[config.mk]
export PLATFORM = sky130hd
export DESIGN_NAME = tick_bcd_counter
export DESIGN_NICKNAME = d
export VERILOG_FILES = /design/src/rtl/tick_bcd_counter.sv
export SDC_FILE = /design/constraint.sdc
export NUM_CORES = 1
export LEC_CHECK = 0
export CORE_MARGIN = 2
export CORE_UTILIZATION = 53
export CTS_BUF_LIST = sky130_fd_sc_hd__clkbuf_16
export DETAILED_ROUTE_END_ITERATION = 6
export GPL_TIMING_DRIVEN = 1
export PLACE_DENSITY = 0.81
export RECOVER_POWER = 50
export SLEW_MARGIN = 25
export SYNTH_ARGS = -nofsm -noshare
export SYNTH_HDL_FRONTEND = slang
export SYNTH_SLANG_ARGS = --single-unit
[constraint.sdc]
create_clock -name clk -period 1.9 [get_ports clk]
set_input_delay 0.38 -clock clk [delete_from_list [all_inputs] [get_ports clk]]
set_output_delay 0.38 -clock clk [all_outputs]
set_load 0.05 [all_outputs]
[src/rtl/tick_bcd_counter.sv]
// Multi-digit BCD counter with built-in prescaler tick, programmable wrap and carry pulse.
// Define TICK_BCD_COUNTER_DOWN_EN to build down-counting controlled by up_dn.
module tick_bcd_counter #(
  parameter int DIV    = 24000,
  parameter int DIGITS = 2,
  parameter int TOP    = 59
) (
  input  logic                  clk,
  input  logic                  res,
  input  logic                  en,
  input  logic                  clr,
  input  logic                  load,
  input  logic [4*DIGITS-1:0]   load_val,
  input  logic                  up_dn,
  output logic                  tick,
  output logic [4*DIGITS-1:0]   bcd,
  output logic                  carry
);

  localparam int W  = (DIV > 1) ? $clog2(DIV) : 1;
  localparam int BW = 4 * DIGITS;

  function automatic logic [BW-1:0] to_bcd(input int unsigned v);
    logic [BW-1:0] r;
    int unsigned   rem;
    r   = '0;
    rem = v;
    for (int i = 0; i < DIGITS; i++) begin
      r[4*i +: 4] = 4'(rem % 10);
      rem = rem / 10;
    end
    return r;
  endfunction

  localparam logic [BW-1:0] top_bcd  = to_bcd(TOP);
  localparam logic [W-1:0]  div_last = W'(DIV - 1);

  logic [W-1:0]      div_cnt;
  logic [BW-1:0]     bcd_inc;
  logic [DIGITS-1:0] inc_c;
  logic [DIGITS-1:0] digit_ok;
  logic [BW-1:0]     bcd_step;
  logic [BW-1:0]     load_fixed;
  logic              wrap;
  logic              step;

  assign inc_c[0] = 1'b1;

  // Ripple decimal carry: a digit advances only when every lower digit is 9.
  for (genvar gi = 0; gi < DIGITS; gi++) begin : g_inc
    logic [3:0] d;
    assign d = bcd[4*gi +: 4];
    assign bcd_inc[4*gi +: 4] = inc_c[gi] ? ((d == 4'd9) ? 4'd0 : d + 4'd1) : d;
    assign digit_ok[gi] = (load_val[4*gi +: 4] <= 4'd9);
    if (gi < DIGITS - 1) begin : g_c
      assign inc_c[gi+1] = inc_c[gi] & (d == 4'd9);
    end
  end

`ifdef TICK_BCD_COUNTER_DOWN_EN
  logic [BW-1:0]     bcd_dec;
  logic [DIGITS-1:0] dec_b;

  assign dec_b[0] = 1'b1;

  for (genvar gi = 0; gi < DIGITS; gi++) begin : g_dec
    logic [3:0] d;
    assign d = bcd[4*gi +: 4];
    assign bcd_dec[4*gi +: 4] = dec_b[gi] ? ((d == 4'd0) ? 4'd9 : d - 4'd1) : d;
    if (gi < DIGITS - 1) begin : g_b
      assign dec_b[gi+1] = dec_b[gi] & (d == 4'd0);
    end
  end

  always_comb begin
    if (up_dn) begin
      wrap     = (bcd == top_bcd);
      bcd_step = wrap ? '0 : bcd_inc;
    end else begin
      wrap     = (bcd == '0);
      bcd_step = wrap ? top_bcd : bcd_dec;
    end
  end
`else
  logic unused_up_dn;
  assign unused_up_dn = up_dn;

  always_comb begin
    wrap     = (bcd == top_bcd);
    bcd_step = wrap ? '0 : bcd_inc;
  end
`endif

  // Digit-wise validity makes the packed binary compare equal to a decimal compare.
  assign load_fixed = ((&digit_ok) && (load_val <= top_bcd)) ? load_val : '0;
  assign step       = tick & en;

  always_ff @(posedge clk or posedge res) begin
    if (res) begin
      div_cnt <= '0;
      tick    <= 1'b0;
      bcd     <= '0;
      carry   <= 1'b0;
    end else if (clr) begin
      div_cnt <= '0;
      tick    <= 1'b0;
      bcd     <= '0;
      carry   <= 1'b0;
    end else begin
      if (en) begin
        div_cnt <= (div_cnt == div_last) ? '0 : div_cnt + 1'b1;
      end
      tick  <= en && (div_cnt == div_last);
      carry <= 1'b0;
      if (load) begin
        bcd <= load_fixed;
      end else if (step) begin
        bcd   <= bcd_step;
        carry <= wrap;
      end
    end
  end

endmodule

==> metrics, run 1 <==
Slew Viols, Final 0; RSZ-0062 raised after global routing no; Max-Cap Viols 0; crit-path max cell delay 640 ps; crit path from en; post-route clock period utilization 93.35%; Hold WC Path Type reg2reg; Yosys top cell by area dfrtp_1; Tightest Pin Transition roughly 630 ps; kind of cell adding the most delay to the critical path buffers and inverters; Slew Limit Headroom between 50 and 60%; Seq pwr share a little under half; Syn Area/Cell between 9 and 10 µm²; Buffers on Ports 22; Reg clk slew, reported paths about 60 ps; CP Max Fanout 5; Hold Buf Count CTS 0; Seq/Total Area, Yosys approximately 41%; most common flop cell mapped by yosys dfrtp_1; Worst Path Required 2050 ps; worst hold start div_cnt[1]; layout cells sized above 1 between 10% and 20%; CP Launch Type input port; global route overflow 0; Final Hold Slack 578.6 ps; Max clock buf depth 2; Tmin final about 1800 ps; FF+latch count, synth 25; power density cells between 600 and 700 nW/µm²; Crit path depth 6; Netlist cell types 48; Synthesis Warnings 0; CP Cell Sequence dlygate4sd3_1 -> buf_4 -> o211ai_1 -> or3_1 -> xor2_1 -> nor2_1; die area around 3300 µm²; CTS tree yes; Post-CTS Setup Bufs 0; CORE AREA approximately 2800 µm²; Cell Area, Synth 1535 µm²; Max VDD drop about 0.45 mV; final WL between 3000 and 4000 µm; # rows 19; critical path's slowest cell dlygate4sd3_1; first-pass GRT wire length 6182 µm; drt pass-1 iters 4; fmax between 0.5 and 0.6 GHz; Synth area leaders dfrtp_1, nand2_1, ha_1, nor2_1, xor2_1; Worst EP arrival between 1500 and 2000 ps; layout overhead on the synthesized area 23.96%; Cells after Synth 166; Setup WS post-layout between 100 and 150 ps; Die Y 57.82 µm; post-CTS sizing 0; Root Buffer clkbuf_16; internal power 0.0008839 W; Post-synth ARST share 100.0%; Worst Path Buf+Inv 2; Reg-to-Reg End bcd[5]; Post-synth EDFFs 0; TritonCTS Sinks 25; hold worst-path end div_cnt[1]; DP Worst Slack -49.35 ps; clk_lat worst skew ~260 ps; Die X-Extent 57.82 µm; vias per cell approximately 6; total track usage between 20% and 30%; Post-DP HPWL about 2600 µm; combinational share of power approximately an eighth; setup slack, reg-to-reg around 170 ps; Fin. Hold Viols 0; Initial Util between 50% and 60%; final setup fails 0; P_leak 0.7928 nW; skew final between 2 and 3 ps; syn nets around 190; nets@finish 220; cell count of the worst hold path 2; FF-to-FF Start bcd[1]; initial DRC count 80; R2R depth 6; drt wl/cell 15.49 µm; switching share of power roughly a quarter; CTS H-tree depth 1; post-synth top area share around 41%; remaining antenna violation count 0; status finished, final reports clean; drt drc 0; number of diodes 0; clock share of power between 30% and 40%; largest net degree at the start of global routing 26; worst setup path category in2reg; Total Power roughly 0.0012 W; P_sw approximately 0.00027 W; vias in the first global route approximately 1,300; initial antenna violation count 0; via count roughly 1,400; TritonCTS buffer count 3; CP Capture Type register; Placer Congestion 0.8533; num ports 24
[tightest hold or removal path, cell delays in order, from the launching register on]
cell,delay [ps]
dfrtp_1,410
nand2_1,70
a21oi_1,50
[worst max path at each step]
stage | end | slack, ps
2_1_floorplan | bcd[6] | 90
3_3_place_gp | div_cnt[10] | 5
3_5_place_dp | div_cnt[10] | -50
4_1_cts | carry | 150
5_1_grt | bcd[6] | 10
6_report | div_cnt[10] | 130
[cell usage after synthesis (3+ instances only)]
master,count
nor3_1,5
inv_1,7
nand2_1,18
xor2_1,6
xnor2_1,5
nor2_1,15
nand3_1,5
nand3b_1,3
a21oi_1,10
o21ai_0,7
nand4_1,6
dfrtp_1,25
ha_1,5
[placed cells by master (no fill, tap or decap), types with 3 or more instances in the layout]
cell and n:
a21oi_1 10, xor2_1 6, nand3_1 5, ha_1 5, clkbuf_16 3, buf_4 17, nand4_1 6, nand3b_1 3
dfrtp_1 24, nor3_1 5, nand2_1 18, xnor2_1 5, clkdlybuf4s50_1 11, clkbuf_1 3, nor2_1 15, o21ai_0 7
inv_1 8
[power groups by stage]
stage          clock network (W)  logic [W]  registers (W)
4_1_cts                 0.000464   0.000144       0.000554
6_report                0.000462   0.000141       0.000554
5_1_grt                 0.000490   0.000154       0.000556
3_3_place_gp                   0   0.000140       0.000563
3_5_place_dp                   0   0.000143       0.000564
2_1_floorplan                  0  0.0000575       0.000581
[layer usage]
metal	vias to the layer above	track usage (%)	part of all wire (%)
li1	681	-	-
met3	4	3.348	3.8
met1	662	31.69	45
met2	30	40.26	51
met5	-	0	0
met4	0	6.977	0.75
[area by class of cell]
class	count	area (µm²)
multi-input combinational	130	858.3
tap	31	38.79
inverter	7	26.28
timing repair buffer	34	274.0
sequential	25	626.9
clock buffer	3	75.07
fill	221	854.6
clock inverter	1	3.754
[registers in the layout, indices dropped and copies added (netlist names)]
register,flops
carry,1
tick,1
bcd,8
div_cnt,15
[stage by stage]
stage	std cells	cell area, µm²	utilization (%)	TNS (ps)
3_5_place_dp	227	1838	66.65	-51.94
4_1_cts	231	1917	69.51	0
3_3_place_gp	227	1838	66.65	0
6_report	231	1903	69.01	0
5_1_grt	231	1903	69.01	0
2_1_floorplan	166	1536	-	0
[kinds of logic (layout without fill, tap and decap cells)]
kind of cell,Yosys count,in the layout,share of synthesized area [%]
xor+xnor,11,11,6.275
mux,2,2,1.304
compound gates,36,36,15.89
fa+ha+maj,5,5,4.075
simple gates,76,76,28.36
flops,25,25,40.75
buf+inv,11,45,3.342
Note: power is estimated with default switching activity, not from simulation.
==> run 2, diff against run 1 <==
Settings changed: RECOVER_POWER 50 to not set.
==> metrics, run 2 (same netlist as run 1, synthesis figures left out) <==
final WL 3573 µm (was 3579 µm); critical path's slowest cell clkdlybuf4s50_1 (was dlygate4sd3_1); CP Capture Type output port (was register); fmax 0.5740 GHz (was 0.5638 GHz); die area 3343 µm² (unchanged); combinational share of power 12.3% (was 12.2%); most flop-heavy register div_cnt (unchanged); drt wl/cell 15.47 µm (was 15.49 µm); Die X-Extent 57.82 µm (unchanged); # rows 19 (unchanged); Root Buffer clkbuf_16 (unchanged); Tightest Pin Transition 489.1 ps (was 626.5 ps); Max-Cap Viols 0 (unchanged); Seq pwr share 47.8% (was 47.9%); skew final 2.747 ps (unchanged); clk_lat worst skew 260 ps (about the same); Worst Path Buf+Inv 1 (was 2); CP Max Fanout 1 (was 5); CTS tree yes (unchanged); TritonCTS buffer count 3 (unchanged); drt pass-1 iters 4 (unchanged); final setup fails 0 (unchanged); Post-CTS Setup Bufs 0 (unchanged); via count 1,377 (unchanged); post-route clock period utilization 91.69% (was 93.35%); Reg clk slew, reported paths 60 ps (about the same); CORE AREA 2758 µm² (unchanged); Die Y 57.82 µm (unchanged); CP Launch Type register (was input port); global route overflow 0 (unchanged); grt peak-use layer met2 (unchanged); crit-path max cell delay 790 ps (was 640 ps); power density cells 604.9 nW/µm² (was 608.0 nW/µm²); Worst EP arrival 1360 ps (was 1920 ps); Buffers on Ports 22 (unchanged); total track usage 23.74% (unchanged); Placer Congestion 0.8533 (unchanged); clock share of power 39.8% (was 39.9%); FF-to-FF Start bcd[1] (unchanged); first-pass GRT wire length 6182 µm (unchanged); drt drc 0 (unchanged); Worst Path Required 1520 ps (was 2050 ps); initial antenna violation count 0 (unchanged); Hold Buf Count CTS 0 (unchanged); switching share of power 23.56% (was 23.61%); nets@finish 220 (unchanged); RSZ-0062 raised after global routing no (unchanged); number of diodes 0 (unchanged); Slew Limit Headroom 67.29% (was 58.23%); Cells after DPL 227 (unchanged); Placed Area 1838 µm² (unchanged); Final Cell Area 1917 µm² (was 1903 µm²); TritonCTS Sinks 25 (unchanged); CP Cell Sequence clkdlybuf4s50_1 (was dlygate4sd3_1 -> buf_4 -> o211ai_1 -> or3_1 -> xor2_1 -> nor2_1); met1 Use GR 31.69% (unchanged); Post-DP HPWL 2616 µm (unchanged); Hold WC Path Type in2async (was reg2reg); layout overhead on the synthesized area 24.86% (was 23.96%); kind of cell adding the most delay to the critical path buffers and inverters (unchanged); num ports 24 (unchanged); vias in the first global route 1,341 (unchanged); highest-count cells in the layout ignoring fill and taps dfrtp_1, buf_4, nand2_1 (was dfrtp_1, nand2_1, buf_4); largest net degree at the start of global routing 26 (unchanged); Initial Util 55.67% (unchanged); initial DRC count 76 (was 80); crit path from carry (was en); Fin. Hold Viols 0 (unchanged); Max VDD drop 0.4528 mV (about the same); remaining antenna violation count 0 (unchanged); post-CTS sizing 0 (unchanged); P_leak 0.8057 nW (was 0.7928 nW); number of flip-flops in the largest register 15 (unchanged); Non-Filler Instances 231 (unchanged); CTS H-tree depth 1 (unchanged); met3 Use GR 3.348% (unchanged); internal power 0.0008864 W (was 0.0008839 W); Max clock buf depth 2 (unchanged); Tmin final 1742 ps (was 1774 ps); P_sw 0.0002732 W (about the same); vias per cell 5.961 (unchanged); layout cells sized above 1 17.50% (was 16.00%); status finished, final reports clean (unchanged); commonest non-fill, non-tap cell in the layout dfrtp_1 (unchanged); Slew Viols, Final 0 (unchanged); met2 usage 40.26% (unchanged); Top Registers div_cnt (15), bcd (8) (unchanged); worst setup path category reg2out (was in2reg)
run 2: metal layers:
| metal | up-vias | part of all wire (%) |
|---|---|---|
| met2 | 30 | 51 |
| met3 | 4 | 3.7 |
| met1 | 662 | 45 |
| met5 | - | 0 |
| li1 | 681 | - |
| met4 | 0 | 0.76 |
run 2: power by group through the flow:
stage / sequential, W / combinational [W] / clock [W]
CTS: 0.000554 / 0.000144 / 0.000464
finish: 0.000554 / 0.000143 / 0.000462
floorplan: 0.000581 / 0.0000575 / 0
global route: 0.000556 / 0.000157 / 0.000490
detailed placement: 0.000564 / 0.000143 / 0
global placement: 0.000563 / 0.000140 / 0
run 2: layout make-up:
type	count	area, µm²
multi-input cells	130	858.3
fillers	216	840.8
flip-flops and latches	25	626.9
repair buffers	34	287.8
clock buffers	3	75.07
well taps	31	38.79
inverters	7	26.28
clock inverters	1	3.754
run 2: worst paths after layout:
check                             endpoint  slack [ps]  cells after the start
worst min-delay path                  tick         470                      3
worst max-delay path                 carry         160                      1
max in group asynchronous           bcd[0]        1170                      3
worst max register to register      bcd[5]         170                      6
worst min register to register  div_cnt[1]         580                      2
min in group clk                div_cnt[1]         580                      2
run 2: worst reg2reg max path, cell delays in order (launching register included):
cell	delay [ps]
dfrtp_1	440
inv_1	80
ha_1	180
and3b_2	270
nand2_2	110
a211o_1	290
a221oi_1	270
run 2: through the flow:
stage	setup WS [ps]	utilization (%)	TNS (ps)	total power (W)	hold slack [ps]
final	157.9	69.51	0	0.001160	466.8
after global routing	14.53	69.51	0	0.001203	526.0
after CTS	152.9	69.51	0	0.001162	479.6
after detailed placement	-49.35	66.65	-51.94	0.0007072	566.9
after global placement	4.510	66.65	0	0.0007028	558.1
after floorplan	87.68	-	0	0.0006380	407.3
==> run 3, diff against run 2 <==
Settings changed: ABC_AREA set to 1, CORE_UTILIZATION 53 to 54.
Clock period 1.9 ns to 1.7 ns, I/O delays scaled along.
==> metrics, run 3 <==
layout overhead on the synthesized area 24.89% (was 24.86%); Post-synth ARST share 100.0% (unchanged); CP Capture Type register (was output port); Die Y 60.43 µm (was 57.82 µm); RSZ-0062 raised after global routing no (unchanged); Post-DP HPWL 2894 µm (was 2616 µm); Seq pwr share 44.5% (was 47.8%); Buffers on Ports 22 (unchanged); Cell Area, Synth 1719 µm² (was 1535 µm²); Syn Area/Cell 6.822 µm² (was 9.248 µm²); skew final 1.089 ps (was 2.747 ps); Netlist cell types 26 (was 48); power density cells 670.8 nW/µm² (was 604.9 nW/µm²); CTS H-tree depth 1 (unchanged); highest-count cells in the layout ignoring fill and taps nand2_1, nor2_1, inv_1 (was dfrtp_1, buf_4, nand2_1); Worst EP arrival 1670 ps (was 1360 ps); syn nets 271 (was 185); TritonCTS Sinks 25 (unchanged); Seq/Total Area, Yosys 36.39% (was 40.75%); Total Power 0.001440 W (was 0.001160 W); drt wl/cell 10.93 µm (was 15.47 µm); number of diodes 0 (unchanged); setup slack, reg-to-reg 170 ps (about the same); CORE AREA 3053 µm² (was 2758 µm²); FF+latch count, synth 25 (unchanged); num ports 24 (unchanged); worst setup path category reg2reg (was reg2out); Tmin final ~1500 ps; Synthesis Warnings 0 (unchanged); final setup fails 0 (unchanged); internal power 0.001049 W (was 0.0008864 W); Max clock buf depth 2 (unchanged); Max-Cap Viols 0 (unchanged); vias per cell 5.072 (was 5.961); Reg-to-Reg End div_cnt[5] (was bcd[5]); Top Registers div_cnt (15), bcd (8) (unchanged); clk_lat worst skew 260 ps (about the same); number of flip-flops in the largest register 15 (unchanged); Fin. Hold Viols 0 (unchanged); most frequent cell after synthesis nand2_1 (was dfrtp_1); initial DRC count 150 (was 76); CP Launch Type register (unchanged); fmax approximately 0.65 GHz; # rows 20 (was 19); post-CTS sizing 0 (unchanged); Root Buffer clkbuf_16 (unchanged); CTS tree yes (unchanged); Reg clk slew, reported paths 60 ps (about the same); Placer Congestion 0.8930 (was 0.8533); multi-input logic area 957.2 µm² (was 858.3 µm²); die area 3651 µm² (was 3343 µm²); Die X-Extent 60.43 µm (was 57.82 µm); global route overflow 0 (unchanged); R2R depth 10 (was 6); Slew Viols, Final 0 (unchanged); most common flop cell mapped by yosys dfrtp_1 (unchanged); remaining antenna violation count 0 (unchanged); status finished, final reports clean (unchanged); vias in the first global route 1,443 (was 1,341); Hold Buf Count CTS 0 (unchanged); clock share of power 35.4% (was 39.8%); FF-to-FF Start div_cnt[1] (was bcd[1]); Synth area leaders dfrtp_1, nand2_1, nand3_1, nor2_1, inv_1 (was dfrtp_1, nand2_1, ha_1, nor2_1, xor2_1); TritonCTS buffer count 3 (unchanged); most flop-heavy register div_cnt (unchanged); post-route clock period utilization roughly nine tenths; CP Max Fanout 5 (was 1); first-pass GRT wire length 6210 µm (was 6182 µm); via count 1,684 (was 1,377); Cells after Synth 252 (was 166); commonest non-fill, non-tap cell in the layout nand2_1 (was dfrtp_1); post-synth top area share 36.39% (was 40.75%); Max VDD drop 0.6253 mV (was 0.4528 mV); nets@finish 308 (was 220); fill count 259 (was 216); Post-CTS Setup Bufs 0 (unchanged); drt drc 0 (unchanged); Tightest Pin Transition 313.3 ps (was 489.1 ps); Initial Util 56.31% (was 55.67%); combinational share of power 20.1% (was 12.3%); largest net degree at the start of global routing 26 (unchanged); Hold WC Path Type in2async (unchanged); Worst Path Required 1840 ps (was 1520 ps); P_leak 1.054 nW (was 0.8057 nW); P_sw 0.0003913 W (was 0.0002732 W); Post-synth EDFFs 0 (unchanged); switching share of power 27.17% (was 23.56%); Slew Limit Headroom 79.12% (was 67.29%); final WL 3629 µm (was 3573 µm); initial antenna violation count 0 (unchanged); drt pass-1 iters 4 (unchanged); Synth top cells by count nand2_1, nor2_1, inv_1 (was dfrtp_1, nand2_1, nor2_1); total track usage 22.17% (was 23.74%); Yosys top cell by area dfrtp_1 (unchanged); layout cells sized above 1 13.54% (was 17.50%); FF+latch area 625.6 µm² (was 626.9 µm²); final core occ 70.33% (was 69.51%)
-- run 3: layout make-up --
class	count	share of cell area [%]
Sequential cell	25	29.14
Clock buffer	3	3.497
Inverter	31	5.594
Timing Repair Buffer	34	14.45
Multi-Input combinational cell	194	44.58
Tap cell	44	2.564
Clock inverter	1	0.1748
-- run 3: worst max-delay path by stage --
stage                  to       start  slack [ps]  cells after the start
6_report       div_cnt[5]  div_cnt[1]         170                     10
5_1_grt        div_cnt[5]  div_cnt[1]          60                     10
4_1_cts        div_cnt[5]  div_cnt[1]         180                     10
3_5_place_dp       bcd[6]         clr          -2                      7
3_3_place_gp       bcd[5]         clr          -6                      7
2_1_floorplan      bcd[4]      bcd[1]          60                      8
-- run 3: per-stage QoR --
stage	setup slack [ps]	cell area (µm²)	TNS, ps	hold WS (ps)	std cells
finish	166.3	2147	0	437.4	332
global route	63.16	2147	0	469.8	332
CTS	179.5	2147	0	458.5	332
detailed placement	-2.299	2068	-2.299	507.9	328
global placement	-6.486	2068	-6.486	502.4	328
floorplan	56.79	1719	0	367.3	252
-- run 3: cells by family after synthesis --
logic type / synth area share [%]
buffers and inverters: 7.932
AND/OR/NAND/NOR: 42.72
AO/OA/AOI/OAI: 5.750
XOR/XNOR: 3.566
adder cells (fa/ha/maj): 3.639
flip-flops: 36.39
-- run 3: power groups by stage --
stage / registers (W) / logic (W) / clock network (W)
after detailed placement: 0.000652 / 0.000289 / 0
after CTS: 0.000641 / 0.000290 / 0.000526
after global routing: 0.000644 / 0.000317 / 0.000553
final: 0.000641 / 0.000289 / 0.000510
after floorplan: 0.000705 / 0.000110 / 0
after global placement: 0.000652 / 0.000287 / 0
-- run 3: worst max-delay path: stages (launching register included) --
cell      delay, ps
dfrtp_1         390
ha_1            280
inv_1            90
nor2_1          100
nand2_1          70
nor2_1           90
nand2_1         100
nand2_1          90
nand2_2          70
clkinv_2         80
nor2_1           50
-- run 3: routing by layer --
layer	wire length (µm)	GRT usage, %	share of wire, %	vias to the layer above
met5	0	0	0	-
met4	46	6.211	1.3	0
met3	154	2.772	4.2	6
met2	1612	34.63	44	44
met1	1816	32.53	50	757
li1	-	-	-	877
